[src/rtl/seg_msg_player.sv]
// Seven-segment message player: buffers up to eight 4-bit codes and, while play is
// held, cycles through them one per dwell period followed by one blank period.
module seg_msg_player #(
   parameter int DWELL_LOG2 = 10
) (
   input  logic [7:0] io_in,
   output logic [7:0] io_out
);

   typedef enum logic [1:0] {
      IDLE = 2'd0,
      SHOW = 2'd1,
      GAP  = 2'd2
   } state_t;

   logic       clk;
   logic       rst;
   logic       wr;
   logic       play;
   logic [3:0] data;

   assign clk  = io_in[0];
   assign rst  = io_in[1];
   assign wr   = io_in[2];
   assign play = io_in[3];
   assign data = io_in[7:4];

   state_t                state;
   state_t                state_nxt;
   logic [DWELL_LOG2-1:0] timer;
   logic [2:0]            idx;
   logic [3:0]            count;
   logic [3:0]            count_nxt;
   logic [3:0]            msg_mem [8];
   logic                  wr_p0;
   logic                  wr_evt;
   logic                  accept;
   logic                  timer_end;
   logic                  last_char;

   // Segment pattern for a code, active-low {DP,G,F,E,D,C,B,A}; code F is blank.
   function automatic logic [7:0] enc(input logic [3:0] code);
      logic [7:0] seg;
      case (code)
         4'h0:    seg = 8'hC0;
         4'h1:    seg = 8'hF9;
         4'h2:    seg = 8'hA4;
         4'h3:    seg = 8'hB0;
         4'h4:    seg = 8'h99;
         4'h5:    seg = 8'h92;
         4'h6:    seg = 8'h82;
         4'h7:    seg = 8'hF8;
         4'h8:    seg = 8'h80;
         4'h9:    seg = 8'h90;
         4'hA:    seg = 8'h88;
         4'hB:    seg = 8'h83;
         4'hC:    seg = 8'hC6;
         4'hD:    seg = 8'hA1;
         4'hE:    seg = 8'h86;
         default: seg = 8'hFF;
      endcase
      return seg;
   endfunction

   assign wr_evt    = wr & ~wr_p0;
   assign accept    = wr_evt && (state == IDLE) && (count < 4'd8);
   assign count_nxt = count + {3'b000, accept};
   assign timer_end = (timer == {DWELL_LOG2{1'b1}});
   assign last_char = ({1'b0, idx} == (count - 4'd1));

   always_ff @(posedge clk) begin
      if (rst) state <= IDLE;
      else     state <= state_nxt;
   end

   // A write accepted on the same edge already counts toward starting playback.
   always_comb begin
      state_nxt = state;
      case (state)
         IDLE: if (play && (count_nxt != 4'd0)) state_nxt = SHOW;
         SHOW: begin
            if (!play)                       state_nxt = IDLE;
            else if (timer_end && last_char) state_nxt = GAP;
         end
         GAP: begin
            if (!play)          state_nxt = IDLE;
            else if (timer_end) state_nxt = SHOW;
         end
         default: state_nxt = IDLE;
      endcase
   end

   // Any state change restarts the dwell and returns to the first character.
   always_ff @(posedge clk) begin
      if (rst) begin
         wr_p0 <= 1'b0;
         count <= 4'd0;
         idx   <= 3'd0;
         timer <= '0;
      end else begin
         wr_p0 <= wr;
         if (accept) count <= count_nxt;
         if ((state_nxt != state) || (state == IDLE)) begin
            timer <= '0;
            idx   <= 3'd0;
         end else if (timer_end) begin
            timer <= '0;
            idx   <= idx + 3'd1;
         end else begin
            timer <= timer + 1'b1;
         end
      end
   end

   always_ff @(posedge clk) begin
      if (accept && !rst) msg_mem[count[2:0]] <= data;
   end

   always_comb begin
      io_out = 8'hFF;
      if (state == SHOW) io_out = enc(msg_mem[idx]);
   end

endmodule

[config.mk]
export PLATFORM = sky130hd
export DESIGN_NAME = seg_msg_player
export DESIGN_NICKNAME = d
export VERILOG_FILES = /design/src/rtl/seg_msg_player.sv
export SDC_FILE = /design/constraint.sdc
export NUM_CORES = 1
export LEC_CHECK = 0
export CORE_UTILIZATION = 50
export CTS_BUF_LIST = sky130_fd_sc_hd__clkbuf_8
export CTS_CLUSTER_DIAMETER = 40
export DETAILED_ROUTE_END_ITERATION = 10
export PLACE_DENSITY = 0.79
export SYNTH_ARGS = -nofsm -noshare
export SYNTH_HDL_FRONTEND = slang
export SYNTH_SLANG_ARGS = --single-unit
export TNS_END_PERCENT = 50
[constraint.sdc]
create_clock -name io_in -period 2.5 [get_ports io_in]
set_clock_uncertainty 0.05 [all_clocks]
set_input_delay 0.625 -clock io_in [delete_from_list [all_inputs] [get_ports io_in]]
set_output_delay 0.625 -clock io_in [all_outputs]
set_load 0.03 [all_outputs]
==> results of run 1 <==
-- routing by layer --
layer,GRT usage,GRT overflow
met5,0.296,1
met4,0.944,96
met3,0.637,17
met2,0.535,1
met1,0.467,0
-- cell families after synthesis --
kind of cell,after synthesis,synth area share
AOI/OAI and AO/OA,23,0.0597
xor gates and xnor gates,14,0.0472
adders and majority gates,11,0.0530
buffers and inverters,14,0.0284
DFF,55,0.547
muxes,23,0.121
other,1,0.00144
and+or+nand+nor,78,0.142
-- what timing repair did --
action,CTS
setup buffers,9
endpoints found under the hold margin,0
resized for setup,57
setup endpoints to repair,49
pin swaps,9
-- Yosys cell counts (5+ instances only) --
cell type,instances
edfxtp_1,32
nor2_1,29
dfxtp_1,23
mux2i_1,15
nand2_1,14
ha_1,11
xor2_1,10
nand3_1,9
a21oi_1,6
nor3_1,6
inv_1,5
nor2b_1,5
-- per-stage QoR --
step / hold WS (ns) / area (µm²) / worst slack (ns) / TNS (ns)
floorplan: 0.0216 / 2660 / -0.260 / -1.52
global placement: 0.0216 / 2870 / -0.514 / -2.43
detailed placement: 0.0216 / 2870 / -0.546 / -2.59
CTS: -0.0953 / 4260 / -0.738 / -4.89
==> flow_summary.ini, run 1 <==
[outcome]
status = stopped before the end
haltStage = global routing
error = [ERROR GRT-0232] Routing congestion too high. Check the congestion heatmap in the GUI.

[logic_synthesis]
synthFlopType = edfxtp_1
async_flop_share = 0
synthTopCellsByArea = edfxtp_1, dfxtp_1, mux2i_1
synth_fp_nets = 238
synth.largest_area_cell = edfxtp_1
synth_edf_count = 32
ys_ff_latch = 55
synth_cell_types = 38
synth_area_um2 = 2600
synth_top_cell_area_share = 0.370
avgSynthCellArea_um2 = 11.9
ys_warn_count = 0
synthCells = 219
synth_seq_area_share = 0.547

[place]
dp_hpwl_um = 3350
portBuffers = 7
place_inst = 302
gp_congestion = 0.769

[die]
pin_count = 16
num_rows = 25
die_y_um = 74.1
start_util = 0.536
dieWidth_um = 74.1

[timing]
worst_endpoint_kind = primary output
grt-worst-endpoint = io_out[6]

[clock_network]
holdBufCountCts = 0

[global_routing]
overflow = 115
grt_max_degree = 20
grt_usage = 0.583
==> run 2: changes to the inputs <==
Settings changed: CORE_UTILIZATION 50 to 35, CTS_BUF_LIST sky130_fd_sc_hd__clkbuf_8 to default, CTS_CLUSTER_DIAMETER 40 to default, PLACE_DENSITY 0.79 to default, PLACE_DENSITY_LB_ADDON from default to 0.15.
Clock period 2.5 ns to 3.25 ns, I/O delays scaled along.
==> run 2 against run 1 <==
Against the previous run: the flow now finishes, with violations (design-rule violations, negative hold slack); synthesized cell count unchanged; synthesized area did not move.
==> flow_summary.ini, run 2 <==
[setup_path]
critPathKind = reg2out
setup.worst_path.end_class = primary output
startpoint_type = flop
worst_ep_arrival_time_ns = 2.38
critical_path.max_fanout = 4
cp.required_ns = 2.39

[logic_synthesis]
synthFlopType = edfxtp_1
synth_area_um2 = 2600
synth.largest_area_cell = edfxtp_1
synth_fp_nets = 238
synthCells = 219
ys_ff_latch = 55
synth_cell_types = 38
synth_edf_count = 32
synth_commonest_cells = edfxtp_1, nor2_1, dfxtp_1, mux2i_1, nand2_1
ys_warn_count = 0
async_flop_share = 0
synthTopCellsByArea = edfxtp_1, dfxtp_1, mux2i_1
synth_most_common_cell = edfxtp_1
synth_seq_area_share = 0.547
synth_top_cell_area_share = 0.370
avgSynthCellArea_um2 = 11.9

[timing]
maxSlewViolCount = 0
slew_headroom = 0.516
rsz0062_at_grt = true
final-setup-viol-count = 0
fin_hold_ws_ns = -0.0695
worstMarginPinSlew_ns = 0.725
hold_viol_final = 37
fin_crit_sh = 0.998
fmax_mhz = 308
fin_tns_setup_ns = 0
finalCriticalPeriod_ns = 3.24

[clock_network]
clk_latency_ns = 0.32
holdBufCountCts = 0
cts_tree = built
cts.reportedPaths.clkPinSlew_ns = 0.10

[global_routing]
antenna_found_initial = 0
grt_max_degree = 18
grt_usage = 0.258
grt_pass1_vias = 2958
overflow = 0
grt_pass1_wl_um = 14100

[detailed_routing]
finalWirelength_um = 7780
drtIter0Drc = 191
wire_per_inst_um = 18.3
viasPerCell = 5.25
via_count = 2232
ant_nets = 0
route.detailed.drc = 4
first_pass_iters = 7

[pwr]
power_switching_share = 0.291
power.density_nw_per_um2 = 1190
combPwrFrac = 0
power_mw = 4.90
irDropWorstVdd_mv = 0.642
p_seq_frac = 0.205
internal-power_mw = 3.47
leakagePower_nw = 1.76
clockPowerShare = 0.795
p_switching_mw = 1.43

[layout]
syn_to_final_growth_pct = 58.0
largest_reg_flops = 32
drive_above_1_share = 0.383
nNetsFinal = 334
final_util = 0.569
fillers = 598
final_cell_mix = clkbuf_8, edfxtp_1, nor2_1
final_common_cell = clkbuf_8
antenna_cells = 0

[place]
dp_hpwl_um = 3590
portBuffers = 7
gp_congestion = 0.721

[die]
die_y_um = 88.1
pin_count = 16
start_util = 0.360
fp.dieArea_um2 = 7770
num_rows = 31
core_area_um2 = 7210
dieWidth_um = 88.1

[outcome]
violations = design-rule violations, negative hold slack
status = complete, but fails checks

[job]
drv_cap = 0

[worst_hold_path]
hold_class = clk2reg
## run 2: cell counts after synthesis
Identical to the previous run, type by type.
## run 2: cell families after synthesis
family,share of synthesized area
and+or+nand+nor,0.142
adders and majority gates,0.0530
xor gates and xnor gates,0.0472
muxes,0.121
buffers and inverters,0.0284
DFF,0.547
other,0.00144
AOI/OAI and AO/OA,0.0597
## run 2: power by group through the flow
stage / Combinational (mW) / Clock [mW] / Sequential (mW)
2_1_floorplan: 0.00243 / 0.488 / 1.04
3_3_place_gp: 0.00150 / 0.481 / 1.04
3_5_place_dp: 0.00150 / 0.481 / 1.04
4_1_cts: 0.00150 / 4.02 / 1.01
5_1_grt: 0.00164 / 4.27 / 1.00
6_report: 0.00151 / 3.89 / 1.00
## run 2: final timing paths
path             from         to  slack (ns)  cells after the start
max              flop  io_out[0]       0.005                      8
min          io_in[1]   count[2]       -0.07                      3
max reg2reg  count[1]     idx[1]        0.36                     11
min reg2reg  timer[0]   timer[0]        0.43                      1
## run 2: stage by stage
step	worst slack [ns]	instance area, µm²	std cells
detailed placement	-0.123	2840	331
floorplan	0.00688	2600	219
global route	-0.138	4100	425
CTS	-0.0290	4070	424
global placement	-0.0808	2840	331
finish	0.00524	4100	425
## run 2: layout make-up
type	instances	area, µm²	area share
Multi-Input combinational cell	150	1170	0.284
Clock inverter	7	76.3	0.0186
Sequential cell	55	1430	0.348
Inverter	4	15.0	0.00366
Clock buffer	87	1110	0.271
Timing Repair Buffer	23	184	0.0448
Tap cell	99	124	0.0302
## run 2: critical path: stages, from the launching register on
cell and delay, ns:
dfxtp_2 0.38, mux4_2 0.50, mux2_4 0.31, buf_6 0.13, ha_4 0.15, or2b_1 0.21
o211ai_1 0.08, o211ai_1 0.10, buf_4 0.20
## run 2: what timing repair did
action / CTS / global route
gates resized for setup: 27 / 10
gates cloned: 0 / 0
setup endpoints to repair: 7 / 11
pin swaps: 4 / 4
setup buffers: 1 / 1
## run 2: metal layers
metal,track usage,up-vias,part of all wire
li1,-,993,-
met1,0.234,1015,0.38
met2,0.264,167,0.44
met3,0.283,57,0.12
met4,0.309,0,0.057
met5,0.0714,-,0
Power figures use the tool's default switching activity.
==> run 3: changes to the inputs <==
Settings changed: SLEW_MARGIN from default to 0.
==> results of run 3 <==
Final layout, timing and power as in run 2 (identical DEF).
==> variant (flow settings as in run 2) <==
Put a register stage on the output `io_out`, cleared by the reset. The value now appears one clock later.
--- a/src/rtl/seg_msg_player.sv
+++ b/src/rtl/seg_msg_player.sv
@@ -12,6 +12,8 @@
       SHOW = 2'd1,
       GAP  = 2'd2
    } state_t;
+
+   logic [7:0] io_d;
 
    logic       clk;
    logic       rst;
@@ -117,8 +119,16 @@
    end
 
    always_comb begin
-      io_out = 8'hFF;
-      if (state == SHOW) io_out = enc(msg_mem[idx]);
+      io_d = 8'hFF;
+      if (state == SHOW) io_d = enc(msg_mem[idx]);
+   end
+
+   always_ff @(posedge clk) begin
+      if (rst) begin
+         io_out <= '0;
+      end else begin
+         io_out <= io_d;
+      end
    end
 
 endmodule
Behaviour: not the same (Yosys sat finds a counterexample within 4 cycles, from zero or initial values).
==> variant against run 2 <==
The flow finishes with violations (negative hold slack). Worst setup slack improved by 130 ps. Die area up 9.1%. Routed wire length increased by 8.0%. Synthesized cell count up 2.7%. Hold slack lost 8.9 ps. Sequential cell count rose by 8. Via count increased by 4.8%. Synthesized area is 9.3% higher. Cell area is 12% higher. Largest cell class unchanged. Highest routed layer unchanged.
Power is not compared: it rests on default switching activity, and its combinational part moved more than twofold at a synthesized area within 25%.
==> variant: results (changes against run 2) <==
INFO  metric synth_commonest_cells = sky130_fd_sc_hd__edfxtp_1 (32), sky130_fd_sc_hd__dfxtp_1 (31), sky130_fd_sc_hd__nor2_1 (30)
INFO  metric run_status = finished, violations left
INFO  metric slew_headroom = 61.1% (+9.5 points)
INFO  metric grt_start_max_net_pins = 14 (-4)
INFO  metric postPlaceCellArea = 2980 sq um (+4.9%)
INFO  metric crit_slowest_cell = sky130_fd_sc_hd__a221o_1
INFO  metric preCtsSetupSlack = 165 ps (+288 ps)
INFO  metric post_cts.repair.setup_buffers = 2 (+1)
INFO  metric via_density_per_instance = 5.26 (+0.13%)
INFO  metric worst_hold_path.endpoint = msg_mem[7][2]$_DFFE_PP_
INFO  metric crit_path_end = state[0]$_SDFF_PP0_
INFO  metric synth_fa_ha_area_share = 4.85% (-0.45 points)
INFO  metric final_hold_viol_count = 33 (-11%)
INFO  metric synth.area.mux_share = 10.1% (-2.0 points)
INFO  metric critical_path.top_delay_family = compound AO/OA/AOI/OAI gates
INFO  metric final_net_count = 344 (+3.0%)
INFO  metric worstPathArrival = 3350 ps (+970 ps)
INFO  metric first_iter_violations = 245 (+28%)
INFO  metric crit-reg2reg-capture = msg_mem[1][1]$_DFFE_PP_
INFO  metric violations_in_the_final_reports = negative hold slack
INFO  metric holdWs = -78.4 ps (-8.89 ps)
INFO  metric timing.hold.worst_path_depth = 2 (-1)
INFO  metric synth.area.top_cells = sky130_fd_sc_hd__edfxtp_1 (34%), sky130_fd_sc_hd__dfxtp_1 (22%), sky130_fd_sc_hd__ha_1 (4.8%)
INFO  metric synth_fp_nets = 244 (+2.5%)
INFO  metric crit-reg2reg-launch = state[1]$_SDFF_PP0_
INFO  metric synth_compound_gate_area_share = 6.17% (+0.20 points)
INFO  metric ys_types = 48 (+26%)
INFO  metric sequential_fraction_of_the_synthesis_area = 55.7% (+0.99 points)
INFO  metric port-buffer-count = 8 (+1)
INFO  metric final_layout_size_suffix_gt1_share = 38.5% (+0.14 points)
INFO  metric crit_path_max_incr_delay = 350 ps (-150 ps)
INFO  metric ff2ff_path_depth = 10 (-1)
INFO  metric min_from = io_in[6]
INFO  metric instances_no_fill = 445 (+4.7%)
INFO  metric worstSkewPairLatency = 350 ps (+30 ps)
INFO  metric via_count_of_the_first_global_routing_pass = 3195 (+8.0%)
INFO  metric synth-xor-area-share = 4.63% (-0.093 points)
INFO  metric synth_area_per_cell = 12.6 sq um (+6.4%)
INFO  metric grt_usage = 25.4% (-0.44 points)
variant: cell count changes in the layout (fill, tap and decap cells not counted), moves of 8 or more:
cell,delta
sky130_fd_sc_hd__clkbuf_8,+8
sky130_fd_sc_hd__dfxtp_1,+11
sky130_fd_sc_hd__clkdlybuf4s50_1,+8
sky130_fd_sc_hd__mux2i_1,-8
sky130_fd_sc_hd__buf_4,-16
variant: per-layer routing:
| metal | vias up | track usage (%) | part of all wire (%) |
|---|---|---|---|
| met2 | 180 | 25.4 | 44 |
| met5 | - | 9.62 | 0 |
| li1 | 1028 | - | - |
| met3 | 61 | 27.8 | 14 |
| met1 | 1071 | 22.7 | 36 |
| met4 | 0 | 31.4 | 5.8 |
variant: area by class of cell:
type / instances / area [sq um] / share of cell area [%]
multi-input cells: 147 / 1190 / 26.0
clock buffers: 101 / 1360 / 29.6
well taps: 102 / 128 / 2.79
repair buffers: 10 / 95.1 / 2.08
inverters: 6 / 22.5 / 0.492
clock inverters: 16 / 206 / 4.51
flip-flops and latches: 63 / 1580 / 34.5
